## config.mk

```make
export PLATFORM = sky130hd
export DESIGN_NAME = wave_trig_capture_flat
export DESIGN_NICKNAME = d
export VERILOG_FILES = /design/src/rtl/wave_trig_capture_pkg.sv /design/src/rtl/wave_trig_capture_if.sv /design/src/rtl/wave_trig_capture_ram.sv /design/src/rtl/wave_trig_capture.sv /design/src/flat_wrapper.sv
export SDC_FILE = /design/constraint.sdc
export NUM_CORES = 2
export LEC_CHECK = 0
export ABC_CLOCK_PERIOD_IN_PS = 9950
export BUFFER_PORTS_ARGS = -buffer_cell sky130_fd_sc_hd__buf_4
export CAP_MARGIN = 20
export CORE_MARGIN = 1.5
export CORE_UTILIZATION = 50
export DETAILED_ROUTE_END_ITERATION = 6
export GPL_TIMING_DRIVEN = 0
export PLACE_DENSITY_LB_ADDON = 0.3
export SKIP_LAST_GASP = 1
export SLEW_MARGIN = 20
export SYNTH_ARGS = -nofsm -noshare
export SYNTH_HDL_FRONTEND = slang
export SYNTH_HIERARCHICAL = 1
export SYNTH_SLANG_ARGS = --single-unit
```

## constraint.sdc

```tcl
create_clock -name clk -period 9.95 [get_ports clk]
set_input_delay 0 -clock clk [delete_from_list [all_inputs] [get_ports clk]]
set_output_delay 0 -clock clk [all_outputs]
set_load 0.05 [all_outputs]
```

## src/rtl/wave_trig_capture_pkg.sv

```systemverilog
// ----------------------------------------------------------------------------
// wave_trig_capture_pkg
// Shared definitions for the triggered waveform capture block: sample width,
// sample types, capture FSM state encoding, trigger edge-select constants and
// the signed edge-crossing helper.
// No ports (package).
// ----------------------------------------------------------------------------
package wave_trig_capture_pkg;

   localparam int SAMPLE_W = 12;

   // Native sample and a one-bit-wider type for threshold arithmetic, so that
   // level +/- hysteresis can never wrap.
   typedef logic signed [SAMPLE_W-1:0] sample_t;
   typedef logic signed [SAMPLE_W:0]   wide_t;

   localparam logic EDGE_RISING  = 1'b0;
   localparam logic EDGE_FALLING = 1'b1;

   typedef enum logic [2:0] {
      ST_IDLE,
      ST_FILL,
      ST_WAIT_TRIG,
      ST_POST,
      ST_DONE
   } state_t;

   function automatic wide_t sext(input sample_t s);
      return {s[SAMPLE_W-1], s};
   endfunction

   // True when the step prev_s -> cur_s crosses level in the selected
   // direction. Rising: prev below, cur at/above. Falling: prev above,
   // cur at/below.
   function automatic logic is_crossing(input sample_t prev_s,
                                        input sample_t cur_s,
                                        input sample_t level,
                                        input logic    edge_sel);
      wide_t p;
      wide_t c;
      wide_t l;
      p = sext(prev_s);
      c = sext(cur_s);
      l = sext(level);
      if (edge_sel == EDGE_RISING) begin
         return (p < l) && (c >= l);
      end
      return (p > l) && (c <= l);
   endfunction

endpackage

```

## src/rtl/wave_trig_capture_if.sv

```systemverilog
// ----------------------------------------------------------------------------
// wave_trig_capture_if
// Sample stream and buffer read bus of the capture block.
//   sample_in    : signed waveform sample
//   sample_valid : qualifies sample_in for one cycle
//   rd_addr      : logical read index, 0 = oldest captured sample
//   rd_data      : buffer read data, one cycle after rd_addr
// Modports: master = sample source / reader, slave = capture block.
// ----------------------------------------------------------------------------
interface wave_trig_capture_if #(
   parameter int DEPTH = 256
);
   import wave_trig_capture_pkg::*;

   sample_t                    sample_in;
   logic                       sample_valid;
   logic [$clog2(DEPTH)-1:0]   rd_addr;
   sample_t                    rd_data;

   modport master (
      output sample_in,
      output sample_valid,
      output rd_addr,
      input  rd_data
   );

   modport slave (
      input  sample_in,
      input  sample_valid,
      input  rd_addr,
      output rd_data
   );

endinterface

```

## src/rtl/wave_trig_capture_ram.sv

```systemverilog
// ----------------------------------------------------------------------------
// capture_ram
// Simple dual-port sample buffer: synchronous write port, registered read
// port with one cycle of latency.
//   clk     : clock, rising edge
//   rst     : synchronous active-high reset of the read register only
//   wr_en   : write strobe
//   wr_addr : write address
//   wr_data : write data
//   rd_addr : read address
//   rd_data : registered read data
// ----------------------------------------------------------------------------
module capture_ram
   import wave_trig_capture_pkg::*;
#(
   parameter int DEPTH = 256
) (
   input  logic                       clk,
   input  logic                       rst,
   input  logic                       wr_en,
   input  logic [$clog2(DEPTH)-1:0]   wr_addr,
   input  sample_t                    wr_data,
   input  logic [$clog2(DEPTH)-1:0]   rd_addr,
   output sample_t                    rd_data
);

   sample_t mem [DEPTH];

   // NOTE: the storage array has no reset so it maps onto block RAM; its
   // contents are only meaningful after a completed capture anyway.
   always_ff @(posedge clk) begin
      if (wr_en) begin
         mem[wr_addr] <= wr_data;
      end
   end

   always_ff @(posedge clk) begin
      if (rst) begin
         rd_data <= '0;
      end else begin
         rd_data <= mem[rd_addr];
      end
   end

endmodule

```

## src/rtl/wave_trig_capture.sv

```systemverilog
// ----------------------------------------------------------------------------
// wave_trig_capture
// Triggered waveform capture: after arm, keeps PRE pre-trigger samples,
// waits for a signed level crossing in the selected direction, then stores
// DEPTH-PRE-1 post-trigger samples and stops. The buffer is read by logical
// index with the trigger sample at index PRE.
//   clk        : clock, rising edge
//   rst        : synchronous active-high reset
//   bus        : sample stream in, buffer read port (wave_trig_capture_if)
//   arm        : one-cycle pulse, accepted in IDLE or DONE
//   trig_level : signed trigger threshold
//   trig_edge  : 0 = rising, 1 = falling
//   busy       : high in FILL, WAIT_TRIG, POST
//   done       : high in DONE
// Build option: define TRIG_HYST_EN to require the signal to have gone at
// least HYST LSBs past the level on the opposite side before a crossing
// qualifies as a trigger.
// ----------------------------------------------------------------------------
module wave_trig_capture
   import wave_trig_capture_pkg::*;
#(
   parameter int DEPTH = 256,
   parameter int PRE   = 64,
   parameter int HYST  = 16
) (
   input  logic                clk,
   input  logic                rst,
   wave_trig_capture_if.slave  bus,
   input  logic                arm,
   input  sample_t             trig_level,
   input  logic                trig_edge,
   output logic                busy,
   output logic                done
);

   localparam int AW     = $clog2(DEPTH);
   localparam int POST_N = DEPTH - PRE - 1;

   localparam logic [AW-1:0] PRE_LAST  = AW'(PRE - 1);
   localparam logic [AW-1:0] POST_LAST = AW'(POST_N - 1);
   localparam logic [AW-1:0] PRE_OFS   = AW'(PRE);
   localparam logic [AW-1:0] ONE       = AW'(1);

   state_t          state;
   logic [AW-1:0]   wr_ptr;
   logic [AW-1:0]   start;
   logic [AW-1:0]   cnt;
   sample_t         prev;
   logic            prev_valid;

   logic            in_capture;
   logic            arm_accept;
   logic            wr_en;
   logic            crossing;
   logic            hyst_ok;
   logic            trig_hit;
   logic [AW-1:0]   rd_phys;

   assign in_capture = (state == ST_FILL) || (state == ST_WAIT_TRIG) ||
                       (state == ST_POST);
   assign arm_accept = arm && ((state == ST_IDLE) || (state == ST_DONE));
   assign wr_en      = !rst && bus.sample_valid && in_capture;

   assign crossing = prev_valid &&
                     is_crossing(prev, bus.sample_in, trig_level, trig_edge);
   assign trig_hit = (state == ST_WAIT_TRIG) && bus.sample_valid &&
                     crossing && hyst_ok;

`ifdef TRIG_HYST_EN
   wide_t thr_lo;
   wide_t thr_hi;
   wide_t cur_w;
   logic  hyst_armed;

   assign thr_lo = sext(trig_level) - wide_t'(HYST);
   assign thr_hi = sext(trig_level) + wide_t'(HYST);
   assign cur_w  = sext(bus.sample_in);

   // Qualification: set once the signal has been far enough on the
   // pre-crossing side; cleared by a new capture or by a consumed trigger.
   always_ff @(posedge clk) begin
      if (rst || arm_accept || trig_hit) begin
         hyst_armed <= 1'b0;
      end else if (in_capture && bus.sample_valid) begin
         if (trig_edge == EDGE_RISING) begin
            if (cur_w <= thr_lo) hyst_armed <= 1'b1;
         end else begin
            if (cur_w >= thr_hi) hyst_armed <= 1'b1;
         end
      end
   end

   assign hyst_ok = hyst_armed;
`else
   // Hysteresis disabled: every crossing qualifies.
   assign hyst_ok = (HYST >= 0);
`endif

   // Logical index 0 is the oldest sample of the capture window.
   assign rd_phys = start + bus.rd_addr;

   // NOTE: busy/done are assigned next to every state change so they come
   // straight from flops rather than from decoding the state.
   always_ff @(posedge clk) begin
      if (rst) begin
         state      <= ST_IDLE;
         busy       <= 1'b0;
         done       <= 1'b0;
         wr_ptr     <= '0;
         start      <= '0;
         cnt        <= '0;
         prev       <= '0;
         prev_valid <= 1'b0;
      end else begin
         if (wr_en) begin
            wr_ptr <= wr_ptr + ONE;
         end

         // prev tracks the last valid sample of the running capture; a new
         // capture forgets it so its first sample cannot trigger.
         if (arm_accept) begin
            prev_valid <= 1'b0;
         end else if (in_capture && bus.sample_valid) begin
            prev       <= bus.sample_in;
            prev_valid <= 1'b1;
         end

         unique case (state)
            ST_IDLE, ST_DONE: begin
               if (arm) begin
                  state <= ST_FILL;
                  cnt   <= '0;
                  busy  <= 1'b1;
                  done  <= 1'b0;
               end
            end

            ST_FILL: begin
               if (PRE == 0) begin
                  state <= ST_WAIT_TRIG;
               end else if (bus.sample_valid) begin
                  if (cnt == PRE_LAST) begin
                     state <= ST_WAIT_TRIG;
                     cnt   <= '0;
                  end else begin
                     cnt <= cnt + ONE;
                  end
               end
            end

            ST_WAIT_TRIG: begin
               if (trig_hit) begin
                  // The trigger sample lands at wr_ptr this cycle.
                  start <= wr_ptr - PRE_OFS;
                  cnt   <= '0;
                  if (POST_N == 0) begin
                     state <= ST_DONE;
                     busy  <= 1'b0;
                     done  <= 1'b1;
                  end else begin
                     state <= ST_POST;
                  end
               end
            end

            ST_POST: begin
               if (bus.sample_valid) begin
                  if (cnt == POST_LAST) begin
                     state <= ST_DONE;
                     busy  <= 1'b0;
                     done  <= 1'b1;
                  end else begin
                     cnt <= cnt + ONE;
                  end
               end
            end

            default: begin
               state <= ST_IDLE;
               busy  <= 1'b0;
               done  <= 1'b0;
            end
         endcase
      end
   end

   capture_ram #(
      .DEPTH (DEPTH)
   ) u_ram (
      .clk     (clk),
      .rst     (rst),
      .wr_en   (wr_en),
      .wr_addr (wr_ptr),
      .wr_data (bus.sample_in),
      .rd_addr (rd_phys),
      .rd_data (bus.rd_data)
   );

endmodule

```

## src/flat_wrapper.sv

```systemverilog
// flat-port wrapper written by rule: the top's interface ports become plain ports
module wave_trig_capture_flat import wave_trig_capture_pkg::*;
#(
   parameter int DEPTH = 256,
   parameter int PRE   = 64,
   parameter int HYST  = 16
)
  (clk, rst, arm, trig_level, trig_edge, busy, done, bus_sample_in, bus_sample_valid, bus_rd_addr, bus_rd_data);
  wave_trig_capture_if #(.DEPTH(DEPTH)) bus_i ();
  input  logic clk;
  input  logic rst;
  input  logic arm;
  input  sample_t trig_level;
  input  logic trig_edge;
  output logic busy;
  output logic done;
  input wire logic [$bits(bus_i.sample_in)-1:0] bus_sample_in;
  input wire logic [$bits(bus_i.sample_valid)-1:0] bus_sample_valid;
  input wire logic [$bits(bus_i.rd_addr)-1:0] bus_rd_addr;
  output wire logic [$bits(bus_i.rd_data)-1:0] bus_rd_data;
  assign bus_i.sample_in = bus_sample_in;
  assign bus_i.sample_valid = bus_sample_valid;
  assign bus_i.rd_addr = bus_rd_addr;
  assign bus_rd_data = bus_i.rd_data;
  wave_trig_capture #(.DEPTH(DEPTH), .PRE(PRE), .HYST(HYST)) u_core (.clk(clk), .rst(rst), .bus(bus_i), .arm(arm), .trig_level(trig_level), .trig_edge(trig_edge), .busy(busy), .done(done));
endmodule
```

==> key figures <==
Run status
  • Run status: finished clean

Timing
  • Max Slew Vio Count: 0
  • Post-route setup TNS: 0 ns
  • Layout Skew: 0.107 ns
  • Max_slew headroom: 0.125
  • Fmax: 0.136 GHz
  • Fin crit share: 0.739
  • Worst slew pin tran: 1.31 ns
  • RSZ-0062 raised after global routing: false
  • Worst hold margin: 0.0443 ns
  • Final count of hold timing violations: 0
  • Crit path time final: 7.35 ns
  • Setup violators final: 0

Critical path
  • Crit Path Max Fanout: 11
  • Crit path launch type: register
  • Start point of the critical path: u_core/start[0]
  • Worst r2r src: u_core/start[0]
  • WP data arrival: 8.11 ns
  • CP endpoint kind: register
  • Kind of critical path: reg -> reg
  • Critical path required time: 10.71 ns

Global routing
  • Largest net degree at the start of global routing: 130
  • First-pass GRT wire length: 567000 um
  • Grt total ovfl: 0
  • GRT Total Usage: 0.342
  • Number of global-route vias before repair: 65593
  • Antenna violations before repair: 48

Placement
  • DP HPWL: 290000 um
  • Routability Congestion: 1.08
  • Port bufs: 50

Synth
  • Ranking of synthesized cells by area: edfxtp_1, mux4_2, mux2i_1
  • Most numerous cell in the Yosys netlist: edfxtp_1
  • #FFs+latches synth: 3126
  • Avg Inst Size Synth: 20.8 um^2
  • Post-synth top flop: edfxtp_1
  • Ys Warns: 6
  • Post-synth top area cell: edfxtp_1
  • Post-synth EDFFs: 3072
  • Asr flop ratio synth: 0
  • Yosys cell types: 85
  • Area share of the largest cell type after synthesis: 0.749
  • Synth top cells by count: edfxtp_1, mux4_2, mux2i_1
  • Sequential fraction of the synthesis area: 0.758
  • Mapped cell area: 123000 um^2
  • Post-Synthesis Cells: 5920
  • Mapped Nets: 5992

CTS
  • Clock Path Buffers: 4
  • Clock latency on the worst-skew pair: 1.00 ns
  • Clk root buf: clkbuf_16
  • Post-CTS setup buffers: 0
  • CTS tree: yes
  • Num CTS Buffers: 329
  • Clock-pin slew on the worst setup and hold paths: 0.06 ns
  • Htree depth: 5
  • CTS Sinks: 3126

Hold path
  • Hold Startpoint: bus_sample_in[3]
  • Hold/Removal Path Class: in -> reg

Power and ir drop
  • Power share of the sequential group: 0.516
  • Clk pwr share: 0.419
  • Combinational Power Share: 0.065
  • Switching Fraction: 0.225
  • NetSw: 6.31 mW
  • Peak VDD IR: 0.000137 V
  • Leakage: 45.2 nW
  • PD cells: 199 nW/um^2
  • Internal power: 21.8 mW

Detailed routing
  • Drt drc: 0
  • WL/cell: 43.2 um
  • Vias per std cell: 7.06
  • DRT iter0 DRCs: 12105
  • Antenna-violating nets left: 0
  • Routed vias: 70242
  • 1st-pass router iterations: 7
  • Detailed Route WL: 429000 um

Cells and area
  • Final nets: 6530
  • Post-Route Utilization: 0.579
  • Syn-to-layout area delta: 14.6%
  • Fill cells: 17407
  • Layout cells sized above 1: 0.254

Floorplan
  • Rows: 181
  • Die span in y: 499 um
  • Die Wd: 499 um
  • Initial Utilization: 0.505
  • Die ar.: 249000 um^2
  • I/O Pins: 51
  • Core area: 244000 um^2

Flow run
  • Count of maximum capacitance violations: 0
[worst max-delay path, stage by stage, from the launching register on]
cell      delay, ns
dfxtp_1        0.34
ha_1           0.17
inv_1          0.06
fa_1           0.41
inv_1          0.07
a21o_1         0.11
a21oi_1        0.09
xnor2_1        0.47
clkinv_1       0.96
buf_2          0.76
buf_2          0.46
clkbuf_4       0.40
o221ai_1       0.21
o22ai_1        0.13
o21ai_0        0.79
nand4_1        0.63
o32ai_1        1.01
[per-stage QoR]
stage / power [mW] / cells / instance area (um^2) / worst slack [ns]
floorplan: 15.5 / 5920 / 123000 / 6.70
global placement: 16.4 / 9172 / 127000 / 2.59
detailed placement: 16.5 / 9304 / 131000 / 3.08
CTS: 28.0 / 9891 / 141000 / 3.07
global route: 28.6 / 9896 / 141000 / 2.87
finish: 28.1 / 9944 / 141000 / 2.60
[power by group through the flow]
stage | Combinational, mW | Clock (mW) | Sequential [mW]
2_1_floorplan | 0.763 | 0 | 14.8
3_3_place_gp | 1.64 | 0 | 14.8
3_5_place_dp | 1.72 | 0 | 14.8
4_1_cts | 1.74 | 11.8 | 14.5
5_1_grt | 1.81 | 12.3 | 14.5
6_report | 1.83 | 11.8 | 14.5
[final timing paths]
kind | depth (start not counted) | slack (ns) | to
max | 16 | 2.60 | u_core/u_ram/rd_data[1]
min reg2reg | 2 | 0.46 | u_core/prev[0]
max reg2reg | 16 | 2.60 | u_core/u_ram/rd_data[1]
min | 2 | 0.04 | u_core/u_ram/mem[178][3]
[metal layers]
layer | track usage | part of all wire
met1 | 0.432 | 0.33
met4 | 0.228 | 0.081
met2 | 0.492 | 0.43
met5 | 0.00521 | 0.00021
met3 | 0.131 | 0.15
[cell usage in the layout, fill, tap and decap left out, types with 54 or more instances in the layout]
master / n
a21oi_1: 117
a22oi_1: 54
buf_2: 78
buf_4: 61
buf_6: 87
buf_8: 87
clkbuf_1: 138
clkbuf_16: 333
clkinv_1: 58
dfxtp_1: 54
edfxtp_1: 3072
mux2i_1: 366
mux4_1: 127
mux4_2: 514
nand2_1: 125
nand3_1: 60
nor2_1: 94
nor2_2: 248
o21ai_0: 98
o221ai_1: 139
o22ai_1: 90
[sequential cells by signal (all words and copies together), names as in the netlist]
signal,cells
u_core/busy,1
u_core/wr_ptr,8
u_core/start,8
u_core/u_ram/rd_data,12
u_core/prev_valid,1
u_core/prev,12
u_core/state,3
u_core/done,1
u_core/u_ram/mem,3072
u_core/cnt,8
[logic make-up after synthesis]
family,share of synthesized area
AOI/OAI and AO/OA,0.0374
xor gates and xnor gates,0.000996
adders and majority gates,0.00362
buffers and inverters,0.0236
DFF,0.758
muxes,0.151
and+or+nand+nor,0.0253
[cell type report]
cell class,count,area (um^2),area share
buffer,350,2830,0.0201
sequential,3126,93300,0.661
multi-input combinational,2407,27600,0.196
tap,3202,4010,0.0284
timing repair buffer,207,3010,0.0213
clock inverter,157,1390,0.00986
clock buffer,405,8660,0.0614
antenna,53,133,0.000940
inverter,37,139,0.000984
[what timing repair did]
item / 4_1_cts / 5_1_grt
hold endpoints to repair: 2912 / 0
hold buffers: 25 / 0
gates resized for setup: 0 / 0
No activity file was read; power rests on OpenSTA's default activity.
